===== src/rtl/l0mdt_pkg.sv =====
// Shared l0mdt types for the MTC builder.
// Holds the bus payload structs (pT-calc result, SL pipeline candidate,
// MTC packet), the per-thread slot struct, the procflag codes and the
// helpers used to classify a matched result and to saturate statistics.
package l0mdt_pkg;

    localparam int unsigned SLID_W = 2;
    localparam int unsigned PT_W   = 9;
    localparam int unsigned PTTH_W = 4;
    localparam int unsigned ETA_W  = 8;
    localparam int unsigned PHI_W  = 6;
    localparam int unsigned NSEG_W = 2;
    localparam int unsigned COIN_W = 3;
    localparam int unsigned CH_W   = 4;
    localparam int unsigned PF_W   = 4;
    localparam int unsigned RSV_W  = 3;
    localparam int unsigned CNT_W  = 16;

    localparam logic [PF_W-1:0] PF_PASS    = 4'h1;
    localparam logic [PF_W-1:0] PF_FAIL    = 4'h2;
    localparam logic [PF_W-1:0] PF_BOARD   = 4'h3;
    localparam logic [PF_W-1:0] PF_NOSEG   = 4'h4;
    localparam logic [PF_W-1:0] PF_ONESEG  = 4'h5;
    localparam logic [PF_W-1:0] PF_PTFAIL  = 4'h6;
    localparam logic [PF_W-1:0] PF_MISSING = 4'hE;
    localparam logic [PF_W-1:0] PF_UNKNOWN = 4'hF;

    // pT-calc result; valid is the MSB
    typedef struct packed {
        logic              valid;
        logic [SLID_W-1:0] muid_slid;
        logic [PT_W-1:0]   pt;
        logic [PTTH_W-1:0] ptthresh;
        logic [ETA_W-1:0]  eta;
        logic [NSEG_W-1:0] nseg;
        logic              charge;
    } ptcalc2mtc_t;

    // SL trigger fields copied straight into the MTC packet
    typedef struct packed {
        logic [COIN_W-1:0] cointype;
        logic [PTTH_W-1:0] ptthresh;
        logic [ETA_W-1:0]  eta;
        logic [PHI_W-1:0]  phi;
        logic              charge;
    } sl_common_t;

    typedef struct packed {
        logic            data_valid;
        logic            busy;
        logic [CH_W-1:0] process_ch;
        sl_common_t      common;
    } pl2mtc_t;

    // MTC packet; valid is the MSB
    typedef struct packed {
        logic              valid;
        sl_common_t        common;
        logic [PT_W-1:0]   mdt_pt;
        logic [PTTH_W-1:0] mdt_ptthresh;
        logic [ETA_W-1:0]  mdt_eta;
        logic [NSEG_W-1:0] mdt_nseg;
        logic              mdt_charge;
        logic [PF_W-1:0]   procflags;
        logic [RSV_W-1:0]  reserved;
    } mtc2sl_t;

    // Held result per thread; the age counter lives beside it because its
    // width follows the TIMEOUT parameter of the builder instance.
    typedef struct packed {
        logic        valid;
        ptcalc2mtc_t payload;
    } slot_t;

    localparam int unsigned PTCALC2MTC_LEN = $bits(ptcalc2mtc_t);
    localparam int unsigned PL2MTC_LEN     = $bits(pl2mtc_t);
    localparam int unsigned MTC2SL_LEN     = $bits(mtc2sl_t);

    // Classify a present result against the SL candidate it is matched to
    function automatic logic [PF_W-1:0] calc_procflags(
        input logic [SLID_W-1:0] muid_slid,
        input logic [PT_W-1:0]   pt,
        input logic [PTTH_W-1:0] mdt_ptthresh,
        input logic [NSEG_W-1:0] nseg,
        input logic [PTTH_W-1:0] sl_ptthresh,
        input logic [COIN_W-1:0] cointype
    );
        logic [PF_W-1:0] pf;
        pf = PF_UNKNOWN;
        if (muid_slid != '0) begin
            pf = PF_BOARD;
        end else if (pt != '0) begin
            pf = (mdt_ptthresh >= sl_ptthresh) ? PF_PASS : PF_FAIL;
        end else if (cointype == '0) begin
            if (nseg == NSEG_W'(0)) begin
                pf = PF_NOSEG;
            end else if (nseg == NSEG_W'(1)) begin
                pf = PF_ONESEG;
            end
        end else if (nseg > NSEG_W'(2)) begin
            pf = PF_PTFAIL;
        end
        return pf;
    endfunction

    function automatic logic [CNT_W-1:0] sat_add16(
        input logic [CNT_W-1:0] a,
        input logic [CNT_W-1:0] b
    );
        logic [CNT_W:0] sum;
        sum = {1'b0, a} + {1'b0, b};
        return sum[CNT_W] ? {CNT_W{1'b1}} : sum[CNT_W-1:0];
    endfunction

endpackage


===== src/rtl/mtc_pkt_formatter.sv =====
// Combinational MTC packet builder for one SL lane.
// Ports:
//   lane   - SL pipeline candidate for this lane
//   result - matched pT-calc result; result.valid=0 means no result found
//   mtc_c  - formatted packet (all-zero when the lane is not valid)
module mtc_pkt_formatter
    import l0mdt_pkg::*;
(
    input  pl2mtc_t     lane,
    input  ptcalc2mtc_t result,
    output mtc2sl_t     mtc_c
);

    // busy=0 forwards the SL fields only; busy=1 adds the MDT fields or
    // flags the missing result
    always_comb begin
        mtc_c = '0;
        if (lane.data_valid) begin
            mtc_c.valid  = 1'b1;
            mtc_c.common = lane.common;
            if (lane.busy) begin
                if (!result.valid) begin
                    mtc_c.procflags = PF_MISSING;
                end else begin
                    mtc_c.mdt_pt       = result.pt;
                    mtc_c.mdt_ptthresh = result.ptthresh;
                    mtc_c.mdt_eta      = result.eta;
                    mtc_c.mdt_nseg     = result.nseg;
                    mtc_c.mdt_charge   = result.charge;
                    mtc_c.procflags    = calc_procflags(result.muid_slid, result.pt,
                                                        result.ptthresh, result.nseg,
                                                        lane.common.ptthresh,
                                                        lane.common.cointype);
                end
            end
        end
    end

endmodule


===== src/rtl/mtc_builder_matched.sv =====
// MTC builder: holds one pT-calc result per thread, matches SL candidates
// to them by process channel and emits registered MTC packets.
// Ports:
//   clock, rst  - system clock, synchronous active-high reset
//   ptcalc      - per-thread pT result (MSB = valid)
//   slcpipeline - per-lane SL candidate
//   mtc         - packed MTC outputs, one cycle after slcpipeline
//   drop_cnt    - saturating count of discarded pT results
//   ovf_cnt     - saturating count of valid lanes that found no output
// Build option: MTC_BUILDER_STATS_EN enables drop_cnt/ovf_cnt; without it
// both are tied to zero.
module mtc_builder_matched
    import l0mdt_pkg::*;
#(
    parameter int unsigned N_THREADS = 3,
    parameter int unsigned N_SL      = 3,
    parameter int unsigned N_MTC     = 3,
    parameter int unsigned TIMEOUT   = 64
) (
    input  logic                                       clock,
    input  logic                                       rst,
    input  logic [N_THREADS-1:0][PTCALC2MTC_LEN-1:0]   ptcalc,
    input  logic [N_SL-1:0][PL2MTC_LEN-1:0]            slcpipeline,
    output logic [N_MTC-1:0][MTC2SL_LEN-1:0]           mtc,
    output logic [CNT_W-1:0]                           drop_cnt,
    output logic [CNT_W-1:0]                           ovf_cnt
);

    localparam int unsigned AGE_W = $clog2(TIMEOUT);
    localparam int unsigned THR_W = (N_THREADS > 1) ? $clog2(N_THREADS) : 1;
    localparam int unsigned OUT_W = $clog2(N_SL + 1);
    localparam logic [AGE_W-1:0] AGE_MAX = AGE_W'(TIMEOUT - 1);

    slot_t              slot_q [N_THREADS];
    logic [AGE_W-1:0]   age_q  [N_THREADS];
    ptcalc2mtc_t        pt_in  [N_THREADS];
    pl2mtc_t            lane_in[N_SL];
    ptcalc2mtc_t        lane_res[N_SL];
    mtc2sl_t            lane_pkt_c[N_SL];
    mtc2sl_t            mtc_n  [N_MTC];
    logic [N_THREADS-1:0] taken;

    // View the flat buses as structs
    always_comb begin
        for (int t = 0; t < N_THREADS; t++) pt_in[t] = ptcalc2mtc_t'(ptcalc[t]);
        for (int s = 0; s < N_SL; s++) lane_in[s] = pl2mtc_t'(slcpipeline[s]);
    end

    // Route each consuming lane to its thread; the lowest lane claims the
    // thread, a same-cycle arrival wins over the stored result (bypass)
    always_comb begin : p_route
        logic [THR_W-1:0] ch;
        ch    = '0;
        taken = '0;
        for (int s = 0; s < N_SL; s++) begin
            lane_res[s] = '0;
            if (lane_in[s].data_valid && lane_in[s].busy &&
                (32'(lane_in[s].process_ch) < N_THREADS)) begin
                ch = THR_W'(lane_in[s].process_ch);
                if (!taken[ch]) begin
                    taken[ch] = 1'b1;
                    if (pt_in[ch].valid) begin
                        lane_res[s] = pt_in[ch];
                    end else if (slot_q[ch].valid) begin
                        lane_res[s] = slot_q[ch].payload;
                    end
                end
            end
        end
    end

    for (genvar s = 0; s < N_SL; s++) begin : g_fmt
        mtc_pkt_formatter u_fmt (
            .lane   (lane_in[s]),
            .result (lane_res[s]),
            .mtc_c  (lane_pkt_c[s])
        );
    end

    // Pack valid lanes onto the outputs in ascending lane order
    always_comb begin : p_pack
        logic [OUT_W-1:0] n_out;
        n_out = '0;
        for (int m = 0; m < N_MTC; m++) mtc_n[m] = '0;
        for (int s = 0; s < N_SL; s++) begin
            if (lane_in[s].data_valid && (32'(n_out) < N_MTC)) begin
                mtc_n[n_out] = lane_pkt_c[s];
                n_out        = n_out + OUT_W'(1);
            end
        end
    end

    // Slot update: consume > new arrival (overwrite) > timeout > ageing
    always_ff @(posedge clock) begin
        if (rst) begin
            for (int t = 0; t < N_THREADS; t++) begin
                slot_q[t] <= '0;
                age_q[t]  <= '0;
            end
            for (int m = 0; m < N_MTC; m++) mtc[m] <= '0;
        end else begin
            for (int t = 0; t < N_THREADS; t++) begin
                if (taken[t]) begin
                    slot_q[t] <= '0;
                    age_q[t]  <= '0;
                end else if (pt_in[t].valid) begin
                    slot_q[t] <= '{valid: 1'b1, payload: pt_in[t]};
                    age_q[t]  <= '0;
                end else if (slot_q[t].valid && (age_q[t] == AGE_MAX)) begin
                    slot_q[t] <= '0;
                    age_q[t]  <= '0;
                end else if (slot_q[t].valid) begin
                    age_q[t]  <= age_q[t] + AGE_W'(1);
                end
            end
            for (int m = 0; m < N_MTC; m++) mtc[m] <= mtc_n[m];
        end
    end

`ifdef MTC_BUILDER_STATS_EN
    logic [CNT_W-1:0] drop_inc;
    logic [CNT_W-1:0] ovf_inc;

    // Per-cycle discards (overwrite or timeout) and unplaced valid lanes
    always_comb begin : p_stats
        logic [CNT_W-1:0] n_valid;
        drop_inc = '0;
        ovf_inc  = '0;
        n_valid  = '0;
        for (int t = 0; t < N_THREADS; t++) begin
            if (!taken[t] && slot_q[t].valid &&
                (pt_in[t].valid || (age_q[t] == AGE_MAX))) begin
                drop_inc = drop_inc + CNT_W'(1);
            end
        end
        for (int s = 0; s < N_SL; s++) n_valid = n_valid + CNT_W'(lane_in[s].data_valid);
        if (n_valid > CNT_W'(N_MTC)) ovf_inc = n_valid - CNT_W'(N_MTC);
    end

    always_ff @(posedge clock) begin
        if (rst) begin
            drop_cnt <= '0;
            ovf_cnt  <= '0;
        end else begin
            drop_cnt <= sat_add16(drop_cnt, drop_inc);
            ovf_cnt  <= sat_add16(ovf_cnt, ovf_inc);
        end
    end
`else
    assign drop_cnt = '0;
    assign ovf_cnt  = '0;
`endif

endmodule


===== config.mk =====
export PLATFORM = sky130hd
export DESIGN_NAME = mtc_builder_matched
export DESIGN_NICKNAME = d
export VERILOG_FILES = /design/src/rtl/l0mdt_pkg.sv /design/src/rtl/mtc_pkt_formatter.sv /design/src/rtl/mtc_builder_matched.sv
export SDC_FILE = /design/constraint.sdc
export NUM_CORES = 1
export LEC_CHECK = 0
export CAP_MARGIN = 30
export CORE_MARGIN = 1.5
export CORE_UTILIZATION = 45
export CTS_CLUSTER_SIZE = 40
export DETAILED_ROUTE_END_ITERATION = 7
export PLACE_DENSITY = 0.79
export SYNTH_ARGS = -nofsm -noshare
export SYNTH_HDL_FRONTEND = slang
export SYNTH_SLANG_ARGS = --single-unit

===== constraint.sdc =====
create_clock -name clock -period 10.5 [get_ports clock]
set_input_delay 2.1 -clock clock [delete_from_list [all_inputs] [get_ports clock]]
set_output_delay 2.1 -clock clock [all_outputs]
set_load 0.005 [all_outputs]

==> impl_metrics.yaml <==
sta:
  rsz0062_at_grt: "false"
  min_period_over_period: 0.5513
  fmax_mhz: 172.8
  hold_viol_final: 0
  relSlewSlack: 0.3544
  totalNegativeSetupSlack_ns: 0
  worst_slew_pin_slew_ns: 0.9603
  drv_slew: 0
  fin_crit_ns: 5.788
  skew_ns: 0.01474
  setup_viol: 0
setup_path:
  crit_type: "in -> reg"
  worst_setup_path_start_kind: "primary input"
  path_max_fanout: 52
  cp.required_ns: 10.98
  critical_path_arrival_ns: 6.27
  cp-end-kind: "flip-flop"
floorplanning:
  std_cell_rows: 66
  initial_core_util: 0.4572
  io-pin-count: 361
  die_w_um: 184.8
  die_h_um: 184.8
  coreArea_mm2: 0.03254
  die-area_mm2: 0.03416
power:
  p_leak_nw: 7.545
  p_per_area_mw_per_mm2: 138.5
  total_power_mw: 2.664
  ir_worst_vdd_mv: 0.1112
placement:
  dpl_cell_area_mm2: 0.01819
  dpl.hpwl_um: 40850
  io_buffers: 319
  finalWeightedCongestion: 1.002
  dp_cells: 2344
detailed_routing:
  wire_per_inst_um: 23.37
  via_per_inst: 6.100
  drt_wl_total_um: 56220
  drt_iter0_drc: 2044
  drt_pass1_iterations: 6
  ant_nets: 0
  routed-via-count: 14670
  route.detailed.drc: 0
clock_tree:
  clockRootBuffer: "clkbuf_16"
  cts_max_level: 1
  cts.sinks: 255
  cts_tree: "yes"
  clock_latency_ns: 0.56
  numCtsBuffers: 28
  cts-resized-gates: 0
  post-cts-setup-buffer-count: 0
  hold_buffers: 0
  cts_buffer_depth: 3
  clk_pin_slew_ns: 0.06
finish:
  drive_gt1_frac: 0.06598
  final_area_mm2: 0.01923
  layout_common_cells: "clkdlybuf4s50_1, nor2_1, dfxtp_1"
  syn_to_final_growth_pct: 29.28
  final_common_cell: "clkdlybuf4s50_1"
  stdcell_count: 2405
  finalNetCount: 2119
  final_core_util: 0.5911
yosys:
  syn_avg_cell_area_um2: 8.813
  yosys_warnings: 0
  synthFlopType: "dfxtp_1"
  syn_inst: 1688
  synth.distinct_cells: 76
  synth_edf_count: 102
  synth.cell_area_mm2: 0.01488
  yosysSeqAreaShare: 0.4118
  ys_async_sr_fraction: 0
  ys_seq_elements: 255
grt:
  antenna_found_initial: 8
  track_usage: 0.3163
  grt_max_degree: 73
  grt_pass1_wl_um: 82770
  first_global_vias: 13540
  grt_overflow_total: 0
job:
  cap_viol_max_count: 0
worst_hold_path:
  hold_class: "reg -> reg"
outcome:
  status: "finished clean"
## layout make-up
| cell class | instances | area (µm²) |
|---|---|---|
| fill | 2807 | 13300 |
| multi-input combinational | 1274 | 7965 |
| sequential | 255 | 6126 |
| timing repair buffer | 351 | 3482 |
| clock buffer | 42 | 892.1 |
| tap | 442 | 553.0 |
| clock inverter | 10 | 108.9 |
| inverter | 23 | 86.33 |
| antenna | 8 | 20.02 |
## cells by family after synthesis
family                   synth area share
adder cells (fa/ha/maj)           0.01598
AND/OR/NAND/NOR                    0.1973
flip-flops                         0.4118
XOR/XNOR                         0.007065
buffers and inverters             0.06779
other                           0.0002521
multiplexers                       0.1086
AO/OA/AOI/OAI                      0.1913
## power by group
group / switching, mW / internal [mW]
sequential: 0.0335 / 1.08
clock: 0.416 / 0.637
combinational: 0.292 / 0.204
## metal layers
layer,global-route usage,vias to the layer above,share of wire
li1,-,6551,-
met1,0.4109,6933,0.40
met2,0.5165,1039,0.46
met3,0.07019,144,0.11
met4,0.1125,4,0.033
met5,0,-,0.00048
## worst max-delay path, cell delays in order
cell and delay [ns]:
buf_2 0.36, buf_4 0.65, o21a_1 0.53, nand2_1 0.38, o22ai_1 0.45, nand2_1 0.15, ha_1 0.29, nand2b_1 0.14
a21o_1 0.17, a21o_1 0.17, a21oi_1 0.24, a21boi_0 0.21, o31ai_1 0.12, nand2b_1 0.15, a22oi_1 0.14
## per-stage QoR
stage	hold slack [ns]	setup slack, ns
2_1_floorplan	0.5614	5.168
3_3_place_gp	0.5770	4.074
3_5_place_dp	0.5921	4.347
4_1_cts	0.6030	4.897
5_1_grt	0.6124	4.486
6_report	0.6007	4.712
## path summary, 6_finish.rpt
kind,from,end,slack [ns],cells after the start
worst min-delay path,age_q[1][0]$_SDFFCE_PN0P_,age_q[1][0]$_SDFFCE_PN0P_,0.60,1
worst max register to register,slot_q[1][27]$_SDFFCE_PP0P_,mtc[58]$_SDFF_PP0_,6.82,13
worst min register to register,age_q[1][0]$_SDFFCE_PN0P_,age_q[1][0]$_SDFFCE_PN0P_,0.60,1
worst max-delay path,slcpipeline[50],mtc[4]$_SDFF_PP0_,4.71,15
## cell usage after synthesis, types with 6 or more instances
cell       instances  share of area
a211oi_1          33          0.017
a21o_1             8         0.0040
a21oi_1           90          0.030
a221oi_1          37          0.022
a22oi_1           79          0.040
and2_1            61          0.026
and3_1            62          0.026
buf_1              9         0.0023
buf_2             28         0.0094
buf_4             45          0.023
clkbuf_1          88          0.022
dfxtp_1          153           0.21
edfxtp_1         102           0.21
ha_1              19          0.016
inv_1             23         0.0058
mux2_2             8         0.0061
mux2i_1          142          0.096
nand2_1          105          0.026
nand2b_1          13         0.0055
nand3_1           20         0.0067
nor2_1           247          0.062
nor2b_1            9         0.0038
nor3_1            75          0.025
o21a_1             6         0.0030
o21ai_0           90          0.030
o22ai_1           14         0.0059
o2bb2ai_1         12         0.0071
o31ai_1            6         0.0030
xnor2_1            8         0.0047
## sequential cells by signal, summed over array words and instances, names as in the netlist
register,flops
age_q,18
slot_q,84
mtc,153
(Power assumes the default switching activity.)
